### src/rtl/fetch_ctrl_pkg.sv
// Shared types for the instruction fetch controller: FSM state encoding and
// the {addr, inst} record carried through the fetch queue.
package fetch_ctrl_pkg;

    localparam int FETCH_ADDR_W = 32;
    localparam int FETCH_INST_W = 32;

    typedef enum logic [1:0] {
        IDLE = 2'd0,
        WAIT = 2'd1,
        KILL = 2'd2
    } fetch_state_e;

    typedef struct packed {
        logic [FETCH_ADDR_W-1:0] addr;
        logic [FETCH_INST_W-1:0] inst;
    } fetch_entry_t;

endpackage

### src/rtl/fetch_queue.sv
// DEPTH-entry FIFO of fetched {addr, inst} pairs; flush clears it and takes
// priority over a same-cycle push or pop.
module fetch_queue
    import fetch_ctrl_pkg::*;
#(
    parameter int DEPTH = 2,
    localparam int CW   = $clog2(DEPTH + 1)
) (
    input  logic           clk,
    input  logic           rst,
    input  logic           i_push,
    input  logic           i_pop,
    input  logic           i_flush,
    input  fetch_entry_t   i_data,
    output fetch_entry_t   o_head,
    output logic [CW-1:0]  o_count
);

    localparam int PW = $clog2(DEPTH);

    fetch_entry_t    r_mem [DEPTH];
    logic [PW-1:0]   r_wptr;
    logic [PW-1:0]   r_rptr;
    logic [CW-1:0]   r_count;

    assign o_head  = r_mem[r_rptr];
    assign o_count = r_count;

    // Storage, pointers (power-of-two depth, so they wrap naturally) and occupancy.
    always_ff @(posedge clk or posedge rst) begin
        if (rst) begin
            for (int i = 0; i < DEPTH; i++) begin
                r_mem[i] <= '0;
            end
            r_wptr  <= {PW{1'b0}};
            r_rptr  <= {PW{1'b0}};
            r_count <= {CW{1'b0}};
        end else if (i_flush) begin
            r_wptr  <= {PW{1'b0}};
            r_rptr  <= {PW{1'b0}};
            r_count <= {CW{1'b0}};
        end else begin
            if (i_push) begin
                r_mem[r_wptr] <= i_data;
                r_wptr        <= r_wptr + PW'(1'b1);
            end
            if (i_pop) begin
                r_rptr <= r_rptr + PW'(1'b1);
            end
            r_count <= r_count + CW'(i_push) - CW'(i_pop);
        end
    end

endmodule

### src/rtl/fetch_ctrl.sv
// Instruction fetch controller: steers the PC, issues one outstanding imem
// request at a time, queues responses for decode and handles redirects.
module fetch_ctrl
    import fetch_ctrl_pkg::*;
#(
    parameter int ADDR_W = FETCH_ADDR_W,
    parameter int INST_W = FETCH_INST_W,
    parameter int DEPTH  = 2
) (
    input  logic              clk,
    input  logic              rst,
    input  logic [ADDR_W-1:0] i_pc_output,
    output logic              o_pc_enable,
    output logic              o_branch_true,
    output logic [ADDR_W-1:0] o_new_addr,
    output logic              o_imem_req,
    output logic [ADDR_W-1:0] o_imem_addr,
    input  logic              i_imem_ack,
    input  logic [INST_W-1:0] i_imem_rdata,
    input  logic              i_redirect_valid,
    input  logic [ADDR_W-1:0] i_redirect_addr,
    output logic              o_inst_valid,
    input  logic              i_inst_ready,
    output logic [ADDR_W-1:0] o_inst_addr,
    output logic [INST_W-1:0] o_inst_data
);

    localparam int CW = $clog2(DEPTH + 1);
    localparam logic [CW-1:0] FULL_C = CW'(DEPTH);

    fetch_state_e      r_state;
    fetch_state_e      w_state_nxt;
    logic              r_imem_req;
    logic [ADDR_W-1:0] r_imem_addr;
    logic [ADDR_W-1:0] w_imem_addr_nxt;
    logic              w_ack_wait;
    logic              w_push;
    logic              w_pop;
    logic              w_room_after;
    logic [CW-1:0]     w_count;
    logic [CW-1:0]     w_count_after;
    fetch_entry_t      w_push_entry;
    fetch_entry_t      w_head;

    assign o_imem_req   = r_imem_req;
    assign o_imem_addr  = r_imem_addr;
    assign o_inst_valid = (w_count != {CW{1'b0}});
    assign o_inst_addr  = w_head.addr;
    assign o_inst_data  = w_head.inst;

    // A redirect discards the response and the head being consumed this cycle.
    assign w_ack_wait    = (r_state == WAIT) && i_imem_ack;
    assign w_push        = w_ack_wait && !i_redirect_valid;
    assign w_pop         = o_inst_valid && i_inst_ready && !i_redirect_valid;
    assign w_count_after = w_count + CW'(1'b1) - CW'(w_pop);
    assign w_room_after  = (w_count_after < FULL_C);

    assign w_push_entry.addr = r_imem_addr;
    assign w_push_entry.inst = i_imem_rdata;

    fetch_queue #(.DEPTH(DEPTH)) u_queue (
        .clk     (clk),
        .rst     (rst),
        .i_push  (w_push),
        .i_pop   (w_pop),
        .i_flush (i_redirect_valid),
        .i_data  (w_push_entry),
        .o_head  (w_head),
        .o_count (w_count)
    );

    // Next-state and next fetch address.
    always_comb begin
        w_state_nxt     = r_state;
        w_imem_addr_nxt = r_imem_addr;
        case (r_state)
            IDLE: begin
                if (!i_redirect_valid && (w_count < FULL_C)) begin
                    w_state_nxt     = WAIT;
                    w_imem_addr_nxt = i_pc_output;
                end else begin
                    w_state_nxt = IDLE;
                end
            end
            WAIT: begin
                if (i_imem_ack) begin
                    if (i_redirect_valid) begin
                        w_state_nxt = IDLE;
                    end else if (w_room_after) begin
                        w_state_nxt     = WAIT;
                        w_imem_addr_nxt = r_imem_addr + ADDR_W'(1'b1);
                    end else begin
                        w_state_nxt = IDLE;
                    end
                end else if (i_redirect_valid) begin
                    w_state_nxt = KILL;
                end else begin
                    w_state_nxt = WAIT;
                end
            end
            KILL: begin
                if (i_imem_ack) begin
                    w_state_nxt = IDLE;
                end else begin
                    w_state_nxt = KILL;
                end
            end
            default: begin
                w_state_nxt = IDLE;
            end
        endcase
    end

    // PC control: redirect loads the target, an accepted fetch advances by one.
    always_comb begin
        o_pc_enable   = 1'b0;
        o_branch_true = 1'b0;
        o_new_addr    = {ADDR_W{1'b0}};
        if (rst) begin
            o_pc_enable   = 1'b0;
            o_branch_true = 1'b0;
        end else if (i_redirect_valid) begin
            o_pc_enable   = 1'b1;
            o_branch_true = 1'b1;
            o_new_addr    = i_redirect_addr;
        end else if (w_ack_wait) begin
            o_pc_enable = 1'b1;
        end else begin
            o_pc_enable = 1'b0;
        end
    end

    // State, request strobe and fetch address registers.
    always_ff @(posedge clk or posedge rst) begin
        if (rst) begin
            r_state     <= IDLE;
            r_imem_req  <= 1'b0;
            r_imem_addr <= {ADDR_W{1'b0}};
        end else begin
            r_state     <= w_state_nxt;
            r_imem_req  <= (w_state_nxt != IDLE);
            r_imem_addr <= w_imem_addr_nxt;
        end
    end

endmodule
### config.mk
export PLATFORM = sky130hd
export DESIGN_NAME = fetch_ctrl
export DESIGN_NICKNAME = d
export VERILOG_FILES = /design/src/rtl/fetch_ctrl_pkg.sv /design/src/rtl/fetch_queue.sv /design/src/rtl/fetch_ctrl.sv
export SDC_FILE = /design/constraint.sdc
export NUM_CORES = 1
export LEC_CHECK = 0
export ABC_AREA = 0
export BUFFER_PORTS_ARGS = -buffer_cell sky130_fd_sc_hd__buf_2
export CAP_MARGIN = 20
export CORE_ASPECT_RATIO = 1.4
export CORE_MARGIN = 4
export CORE_UTILIZATION = 40
export CTS_CLUSTER_DIAMETER = 40
export DETAILED_ROUTE_END_ITERATION = 16
export PLACE_DENSITY = 0.68
export SLEW_MARGIN = 0
export SYNTH_ARGS = -nofsm -noshare
export SYNTH_HDL_FRONTEND = slang
export SYNTH_SLANG_ARGS = --single-unit
### constraint.sdc
create_clock -name clk -period 6.57 [get_ports clk]
set_clock_uncertainty 0.05 [all_clocks]
set_input_delay 0.657 -clock clk [delete_from_list [all_inputs] [get_ports clk]]
set_output_delay 0.657 -clock clk [all_outputs]
set_load 0.1 [all_outputs]
### Word level (Yosys, flattened, before mapping)

Cells that the tools add are included.
Widths: inputs -> output; s select.

* add/subtract/negate cells: 7
* order comparisons: 5
* eq/ne operators: 6
* multiplexer cells: 30
* bitwise gates (word level): 3
* reductions and logical operators: 15

Operators with widths (count)
* $mux 64: 4
* $mux 32: 6
* $bwmux 128: 1
* $demux 64 s1: 1
* $pmux 32 s2: 1
* $add 32x1->32 const B: 1
* $mux 1: 12
* $reduce_bool 2->1: 5
* $mux 2: 4
* $ne 2x2->1 const B: 4
* $logic_and 1x1->1: 6
* $pmux 2 s3: 1
* $reduce_and 5->1: 1
* $ge 2x2->1 const B: 2
* $lt 2x2->1 const B: 2
* $not 1->2: 2
* $sub 2x1->2: 2
* $add 1x1->1 const B: 2
* $add 2x1->2: 1
* $add 2x1->2 const B: 1
* $eq 2x1->1 const B: 1
* $eq 2x2->1 const B: 1
* $logic_not 2->1: 1
* $lt 2x1->1 const B: 1
* other kinds (3): 3

* flip-flop bits (word level): 167
* input bits: 101
* output and inout bits: 132
* word-level logic and storage cells: 76

### Depth between registers and ports, before layout

Gate-level depths: netlist (run 1).

* word-level depth: 10
* depth in mapped cells: 9
* gate-level depth less buffers: 9

### Modules after synthesis

Synthesis (run 1) repeated with hierarchy kept, for this count alone.

* cells, all modules: 671
* area total of the unflattened synthesis: 8609.5 um^2

By module, submodules not included
* fetch_queue: times used 1, cells each 359, area an instance 6052.1 um^2, seq. area each 3303.2 um^2
* fetch_ctrl: times used 1, cells each 312, area an instance 2557.5 um^2, seq. area each 875.8 um^2

### Least setup slack after synthesis (run 1)

Ideal clock, no wire load.

* kind: input port to output port
* start point: in i_redirect_valid
* end point: out o_new_addr[22]
* data arrival time: 3.056 ns
* required time: 5.863 ns
* slack: 2.807 ns
* stages: 4
* path buffers: 2
* path through: clkbuf_1 > nor2b_1 > clkbuf_1 > and2_1

* word-level cells in the longest chain between the ends: 2

Ends and longest elaborated chain
* start: declaration: RTL line fetch_ctrl.sv:20 `input logic i_redirect_valid,`
* $mux 32: RTL line fetch_ctrl.sv:122 `end else if (i_redirect_valid) begin`
* $mux 32: RTL line fetch_ctrl.sv:119 `if (rst) begin`
* end: declaration: RTL line fetch_ctrl.sv:15 `output logic [ADDR_W-1:0] o_new_addr,`

No other way between the ends.

### Worst setup path in the final report (run 1)

* start point: reg r_state[0]
* end point: reg u_queue.r_mem[88] in the netlist's numbering

* word-level cells in the longest chain between the ends: 4

Ends and longest elaborated chain
* start: declaration: RTL line fetch_ctrl.sv:31 `fetch_state_e r_state;`
* start signal: assignment: RTL line fetch_ctrl.sv:140 `r_state <= w_state_nxt;`
* $eq 2x1->1: RTL line fetch_ctrl.sv:52 `assign w_ack_wait = (r_state == WAIT) && i_imem_ack;`
* $logic_and 1x1->1: RTL line fetch_ctrl.sv:52
* $logic_and 1x1->1: RTL line fetch_ctrl.sv:53 `assign w_push = w_ack_wait && !i_redirect_valid;`
* $reduce_and 2->1 (no line)
* end signal: indexed assignment: RTL line fetch_queue.sv:44 `r_mem[r_wptr] <= i_data;`
* end: declaration: RTL line fetch_queue.sv:21 `fetch_entry_t r_mem [DEPTH];`

No other way between the ends.
A chain may end at the register's enable or synchronous reset.

==> results of run 1 <==
==> cells in the final DEF (no fill, tap or decap), types with 2 or more instances in the layout <==
cell type	n
clkinvlp_4	2
a21oi_1	31
a31oi_1	10
a2bb2oi_1	5
nor3_1	8
clkinv_2	3
nand2_1	13
o22ai_1	6
o22a_1	7
and2_1	34
a31o_2	3
inv_1	8
nor2b_1	3
nor2_4	2
nor2_1	40
ha_1	3
or2_2	2
mux2i_1	5
dfrtp_1	166
nor4_1	4
clkbuf_16	17
mux2_1	2
a32oi_1	4
clkbuf_1	2
xor2_1	3
buf_4	5
nand3_1	16
clkbuf_8	3
o21a_1	2
o221a_2	2
clkinv_4	2
o2bb2ai_1	2
nand4_1	9
and3_1	10
and4_1	2
mux2_2	190
inv_6	3
o21ai_0	19
nand2b_1	3
buf_2	232
==> cells by family (layout without fill, tap and decap cells) <==
kind of cell | after synthesis | count (layout) | share of synthesized area
muxes | 197 | 197 | 0.270
DFF | 167 | 167 | 0.510
and+or+nand+nor | 154 | 154 | 0.104
AOI/OAI and AO/OA | 99 | 99 | 0.0780
buffers and inverters | 56 | 280 | 0.0292
xor gates and xnor gates | 4 | 4 | 0.00427
adders and majority gates | 3 | 3 | 0.00458
other | 0 | 1 | 0
==> per-stage QoR <==
step	hold slack, ps	util	setup slack, ps	cell area, um2	std cells
after floorplan	404	-	1340	8200	680
after global placement	417	0.477	2950	9530	1122
after detailed placement	424	0.477	2920	9540	1123
after CTS	405	0.506	2900	10100	1155
after global routing	101	0.507	2710	10100	1157
final	98.0	0.507	2980	10100	1157
==> critical path, delay by kind of cell, from the launching register on <==
family / cells / cell delay (ps)
and+or+nand+nor: 4 / 1760
buffers and inverters: 2 / 770
DFF: 1 / 430
muxes: 1 / 410
==> worst max-delay path by stage <==
stage,to,slack (ps),cells after the start
after global routing,u_queue.r_mem[74],2710,7
after floorplan,o_imem_addr[0],1340,1
after detailed placement,u_queue.r_mem[88],2920,7
final,u_queue.r_mem[88],2980,7
after CTS,u_queue.r_mem[88],2900,7
after global placement,u_queue.r_mem[92],2950,7
==> registers in the layout (all words and copies together), names as in the netlist <==
signal and count:
r_state 2, u_queue.r_wptr 1, u_queue.o_count 2, u_queue.r_rptr 1, o_imem_addr 32, u_queue.r_mem 128
o_imem_req 1
==> per-layer routing <==
metal	global-route usage	vias up	wire length, um
li1	-	2885	-
met1	0.223	3042	8670
met2	0.313	136	10900
met3	0.0325	25	924
met4	0.0630	2	354
met5	0	-	7
==> synthesized netlist by cell type, types with 3 or more instances <==
master,instances,share of area
nand2_1,14,0.0064
nand2b_1,3,0.0023
a31oi_1,10,0.0076
and2_1,34,0.026
xor2_1,3,0.0032
ha_1,3,0.0046
inv_1,9,0.0041
dfrtp_1,167,0.51
nor2_1,40,0.018
clkbuf_1,22,0.010
o22ai_1,6,0.0046
nor2b_1,4,0.0031
o22a_1,7,0.0075
o21ai_0,20,0.012
a21oi_1,31,0.019
nor3_1,8,0.0049
a32oi_1,4,0.0043
mux2_2,190,0.26
nand4_1,9,0.0069
buf_2,22,0.013
nand3_1,16,0.0098
a2bb2oi_1,5,0.0053
nor4_1,4,0.0031
mux2i_1,5,0.0061
and3_1,10,0.0076
a31o_2,3,0.0032
==> cell type report <==
type / count / area, um2 / share of cell area
Tap cell: 252 / 315 / 0.0311
Multi-Input combinational cell: 457 / 3800 / 0.374
Inverter: 9 / 38.8 / 0.00382
Antenna cell: 1 / 2.50 / 0.000247
Timing Repair Buffer: 239 / 1240 / 0.122
Clock inverter: 10 / 95.1 / 0.00937
Clock buffer: 22 / 474 / 0.0467
Sequential cell: 167 / 4180 / 0.412
==> flow_metrics.py, run 1 <==
metrics = {
    "run_status": {
        "status": "complete, no violations",
    },
    "clock_network": {
        "ctsHoldBuffers": 0,
        "postCtsResizedCells": 0,
        "postCtsSetupRepairBufs": 0,
        "root_buffer": "clkbuf_16",
        "numCtsBuffers": 17,
        "cts.sinks": 167,
        "tritoncts": "yes",
        "clkSlewWorstSetupHoldPaths_ps": 60,
        "cts.path.max_buffers": 2,
        "h-tree-depth": 4,
        "worstSkewPairLatency_ps": 430,
    },
    "sta": {
        "max-slew-margin-rel": 0.325,
        "post-route-min-period_ps": 3590,
        "slew_violations": 0,
        "tightest_slew_ps": 1010,
        "rsz0062_at_grt": "false",
        "finalCritPeriodShare": 0.546,
        "finalSetupTns_ps": 0,
        "setup_violations": 0,
        "finalHoldViolCount": 0,
        "max_freq_mhz": 279,
    },
    "route": {
        "drtIter0Drc": 291,
        "routedWlPerCell_um": 18.0,
        "ant_nets": 0,
        "drc": 0,
        "drtPass1Iterations": 4,
        "via_count": 6090,
        "via_per_inst": 5.26,
        "wirelength_um": 20800,
    },
    "flow_run": {
        "max-cap-violations": 0,
    },
    "setup_path": {
        "start_kind": "flop",
        "reg2reg_from": "r_state[0]",
        "criticalPathCategory": "flop to flop",
        "r2r_cells": 7,
        "rr_endpoint": "u_queue.r_mem[88]",
        "crit_arrival_ps": 3840,
        "regToRegSetupSlack_ps": 2980,
        "crit_slowest_cell": "nor2b_4",
        "crit_path_max_incr_delay_ps": 850,
        "cp.required_ps": 6820,
        "path_cells": "nor2b_4 > nand2_1 > nor2_1 > inv_1 > nor2_4 > buf_4 > mux2_2",
        "end_kind": "flop",
        "crit_start": "r_state[0]",
        "cp_max_fo": 48,
    },
    "floorplanning": {
        "die_width_um": 129,
        "die-area_um2": 22900,
        "core_area_um2": 20000,
        "io_pins": 233,
        "floorplan.initialDensity": 0.410,
        "fp-row-count": 61,
        "die_y_um": 177,
    },
    "synth": {
        "synth_cells": 680,
        "synth_flop_cell": "dfrtp_1",
        "synth_warnings": 0,
        "yosysUniqueCellTypes": 49,
        "async_flop_share": 1.00,
        "postSynthNetCount": 784,
        "ys_seq_area_frac": 0.510,
        "ys_ff_latch": 167,
        "synthesis.area_um2": 8200,
        "synth_edf_count": 0,
        "avgSynthCellArea_um2": 12.1,
    },
    "placed_design": {
        "dp.final_hpwl_um": 14100,
        "place_congestion": 0.768,
        "io_buffers": 232,
    },
    "grt": {
        "grt_pass1_vias": 6087,
        "grt_pass1_wl_um": 32700,
        "grt_max_degree": 110,
        "grt_usage": 0.180,
        "antenna_found_initial": 2,
        "grt.overflow.total": 0,
    },
    "min_path": {
        "hp-class": "input port to asynchronous set/reset pin",
    },
    "layout": {
        "drive_gt1_frac": 0.529,
        "nets": 995,
        "area_growth_pct": 23.8,
        "nFillCells": 1873,
    },
}
Power of run 1 is not shown: default switching activity piles up to over one toggle a cycle in this logic, so the estimate is an artifact.
==> run 2, diff against run 1 <==
==> constraint.sdc (replaced) <==
create_clock -name clk -period 3.7 [get_ports clk]
set_clock_uncertainty 0.05 [all_clocks]
set_input_delay 0.37 -clock clk [delete_from_list [all_inputs] [get_ports clk]]
set_output_delay 0.37 -clock clk [all_outputs]
set_load 0.1 [all_outputs]
==> flow_metrics.py, run 2 (synthesis results as in run 1) <==
metrics = {
    "sta": {
        "rsz0062_at_grt": "false",
        "setup_violations": 0,
        "max-slew-margin-rel": 0.367,
        "post-route-min-period_ps": 2550,
        "max_freq_mhz": 392,
        "slew_violations": 0,
        "finalHoldViolCount": 0,
        "finalSetupTns_ps": 0,
        "finalCritPeriodShare": 0.690,
        "layout_setup_ws_ps": 1150,
        "tightest_slew_ps": 949,
    },
    "layout": {
        "area_growth_pct": 23.7,
        "largest_register": "u_queue.r_mem",
        "layout_commonest_cell": "buf_2",
        "fin_area_um2": 10100,
        "layout_common_cells": "buf_2, mux2_2, dfrtp_1",
        "largest_reg_flops": 128,
        "drive_gt1_frac": 0.530,
        "nets": 999,
    },
    "clock_network": {
        "cts.sinks": 167,
        "tritoncts": "yes",
        "postCtsSetupRepairBufs": 0,
        "h-tree-depth": 4,
        "cts.path.max_buffers": 2,
        "root_buffer": "clkbuf_16",
        "ctsHoldBuffers": 1,
        "numCtsBuffers": 17,
        "clkSlewWorstSetupHoldPaths_ps": 60,
        "postCtsResizedCells": 0,
        "worstSkewPairLatency_ps": 420,
    },
    "route": {
        "via_per_inst": 5.27,
        "wirelength_um": 20500,
        "routedWlPerCell_um": 17.7,
        "drc": 0,
        "via_count": 6117,
        "drtIter0Drc": 377,
        "drtPass1Iterations": 4,
        "ant_nets": 0,
    },
    "grt": {
        "grt_pass1_vias": 6227,
        "grt_max_degree": 105,
        "grt.overflow.total": 0,
        "grt_usage": 0.179,
        "antenna_found_initial": 2,
        "grt_pass1_wl_um": 32700,
    },
    "floorplanning": {
        "floorplan.initialDensity": 0.410,
        "io_pins": 233,
        "fp-row-count": 61,
        "die_width_um": 129,
        "die-area_um2": 22900,
        "die_y_um": 177,
        "core_area_um2": 20000,
    },
    "flow_run": {
        "max-cap-violations": 0,
    },
    "min_path": {
        "hp-class": "input port to flop",
    },
    "setup_path": {
        "cp_max_fo": 47,
        "criticalPathCategory": "flop to primary output",
        "start_kind": "flop",
        "end_kind": "primary output",
        "crit_arrival_ps": 2130,
        "cp.required_ps": 3280,
    },
    "placed_design": {
        "dp.final_hpwl_um": 14200,
        "pre_cts_ws_ps": 1370,
        "place_congestion": 0.792,
        "io_buffers": 232,
        "place_area_um2": 9590,
    },
    "run_status": {
        "status": "complete, no violations",
    },
}
run 2: changes by cell type in the layout (fill, tap and decap cells not counted), moves of 2 or more:
cell | previous run | this run
buf_12 | 0 | 2
clkbuf_8 | 3 | 0
clkinvlp_4 | 2 | 5
buf_4 | 5 | 8
run 2: final timing paths:
check                                  start            endpoint  slack [ps]  cells after the start
max                               r_state[0]         o_pc_enable        1150                      5
min                         i_imem_rdata[16]   u_queue.r_mem[80]         140                      2
max reg2reg                   o_imem_addr[0]     o_imem_addr[28]        1340                      7
min reg2reg                u_queue.r_mem[80]   u_queue.r_mem[80]         430                      1
max in group asynchronous                rst   u_queue.r_mem[27]        2130                      4
min in group asynchronous                rst  u_queue.r_mem[123]         540                      3
run 2: stage by stage:
stage / util / cells / hold slack, ps
floorplan: - / 680 / 404
global placement: 0.480 / 1127 / 416
detailed placement: 0.480 / 1127 / 426
CTS: 0.507 / 1160 / 116
global route: 0.507 / 1161 / 117
finish: 0.507 / 1161 / 140
run 2: cell type report:
cell class	count	area [um2]
Clock buffer	19	433
Tap cell	252	315
Sequential cell	167	4180
Fill cell	1832	9860
Timing Repair Buffer	243	1270
Clock inverter	13	97.6
Antenna cell	1	2.50
Multi-Input combinational cell	457	3800
Inverter	9	37.5
run 2: critical path, cell delays in order (launching register included):
cell and delay, ps:
dfrtp_1 440, nor2b_4 180, buf_4 400, a21oi_1 130, nor2_1 110, buf_2 450
run 2: per-layer routing:
metal  part of all wire  global-route usage  vias to the layer above
li1                   -                   -                     2898
met1               0.42               0.229                     3052
met2               0.52               0.302                      149
met3              0.049              0.0397                       16
met4              0.011              0.0512                        2
met5            0.00034                   0                        -
Power of run 2 is left out for the same reason.
==> run 3, diff against run 2 <==
==> constraint.sdc (replaced) <==
create_clock -name clk -period 2.4 [get_ports clk]
set_clock_uncertainty 0.05 [all_clocks]
set_input_delay 0.24 -clock clk [delete_from_list [all_inputs] [get_ports clk]]
set_output_delay 0.24 -clock clk [all_outputs]
set_load 0.1 [all_outputs]
==> flow_metrics.py, run 3 (synthesis results as in run 1) <==
metrics = {
    "sta": {
        "tightest_slew_ps": 729,
        "max-slew-margin-rel": 0.513,
        "slew_violations": 0,
        "finalSetupTns_ps": 0,
        "finalHoldViolCount": 0,
        "finalCritPeriodShare": 0.944,
        "rsz0062_at_grt": "false",
        "max_freq_mhz": 441,
        "post-route-min-period_ps": 2270,
        "setup_violations": 0,
    },
    "setup_path": {
        "end_kind": "primary output",
        "crit_arrival_ps": 1980,
        "cp_max_fo": 33,
        "criticalPathCategory": "flop to primary output",
        "cp.required_ps": 2110,
        "regToRegSetupSlack_ps": 280,
        "start_kind": "flop",
    },
    "route": {
        "ant_nets": 0,
        "drtPass1Iterations": 4,
        "drc": 0,
        "wirelength_um": 21300,
        "via_per_inst": 5.25,
        "routedWlPerCell_um": 18.0,
        "via_count": 6216,
        "drtIter0Drc": 328,
    },
    "clock_network": {
        "tritoncts": "yes",
        "cts.sinks": 167,
        "root_buffer": "clkbuf_16",
        "worstSkewPairLatency_ps": 420,
        "postCtsSetupRepairBufs": 0,
        "numCtsBuffers": 17,
        "clkSlewWorstSetupHoldPaths_ps": 70,
        "cts.path.max_buffers": 2,
        "h-tree-depth": 4,
    },
    "floorplanning": {
        "die_y_um": 177,
        "die_width_um": 129,
        "die-area_um2": 22900,
        "core_area_um2": 20000,
        "fp-row-count": 61,
        "io_pins": 233,
        "floorplan.initialDensity": 0.410,
    },
    "grt": {
        "grt_max_degree": 50,
        "grt_usage": 0.186,
        "grt_pass1_wl_um": 34000,
        "grt_pass1_vias": 6486,
        "grt.overflow.total": 0,
        "antenna_found_initial": 1,
    },
    "power_and_ir_drop": {
        "vdd_drop_max_uv": 1230,
        "sequentialPowerShare": 0.285,
        "p_comb_frac": 0.536,
        "power_uw": 16600,
        "clkPwrFrac": 0.179,
        "p_int_uw": 7930,
        "power.density_nw_per_um2": 1480,
        "p_leak_uw": 0.00508,
        "switching_share": 0.521,
        "p_switching_uw": 8640,
    },
    "layout": {
        "fin_area_um2": 11200,
        "stdcell_count": 1183,
        "n_antenna_cell": 0,
        "nets": 1022,
        "area_growth_pct": 36.3,
        "utilization": 0.559,
        "largest_register": "u_queue.r_mem",
        "layout_commonest_cell": "buf_2",
        "drive_gt1_frac": 0.566,
        "layout_common_cells": "buf_2, mux2_2, dfrtp_1",
        "largest_reg_flops": 128,
    },
    "placed_design": {
        "dpl.cell_count": 1140,
        "place_congestion": 0.810,
        "place_area_um2": 10400,
        "io_buffers": 232,
        "dp.final_hpwl_um": 15300,
    },
    "flow_run": {
        "max-cap-violations": 0,
    },
    "run_status": {
        "status": "complete, no violations",
    },
    "min_path": {
        "hp-class": "input port to flop",
    },
}
## run 3: repair_timing
item / in CTS / in global routing
resized for setup: 0 / 2
setup endpoints to repair: 0 / 5
endpoints found under the hold margin: 39 / 0
hold buffers: 11 / 0
## run 3: stage by stage
stage	hold WS, ps	setup WS (ps)
final	19.8	135
after global routing	1.61	58.3
after CTS	0.375	16.1
after detailed placement	355	316
after global placement	355	361
after floorplan	325	-197
## run 3: worst paths after layout
path,start,to,depth (start not counted)
worst min register to register,u_queue.r_mem[81],u_queue.r_mem[81],1
worst max register to register,o_imem_addr[0],o_imem_addr[28],7
worst max-delay path,u_queue.r_rptr,o_inst_data[24],3
min in group asynchronous,rst,o_imem_req,3
max in group asynchronous,rst,o_imem_addr[5],4
worst min-delay path,i_imem_rdata[20],u_queue.r_mem[84],2
## run 3: layout make-up
class	instances	area [um2]
Inverter	9	37.5
Fill cell	1714	8820
Clock buffer	19	453
Timing Repair Buffer	266	2150
Sequential cell	167	4210
Multi-Input combinational cell	457	3810
Clock inverter	13	193
Tap cell	252	315
## run 3: critical path, stage by stage (launching register included)
cell and delay (ps):
dfrtp_4 610, buf_12 270, mux2_2 370, buf_2 290
## run 3: power groups by stage
stage | clock [uW] | combinational (uW) | sequential (uW)
finish | 2970 | 8890 | 4720
global route | 3170 | 9230 | 4860
CTS | 3050 | 8950 | 4710
detailed placement | 0 | 8910 | 4760
global placement | 0 | 8850 | 4700
floorplan | 0 | 6230 | 5750
## run 3: routing by layer
layer | global-route usage | part of all wire | vias to the layer above
met1 | 0.232 | 0.41 | 3090
li1 | - | - | 2952
met3 | 0.0440 | 0.053 | 20
met2 | 0.322 | 0.53 | 152
met5 | 0 | 0.00061 | -
met4 | 0.0482 | 0.011 | 2
(Power assumes the default switching activity.)
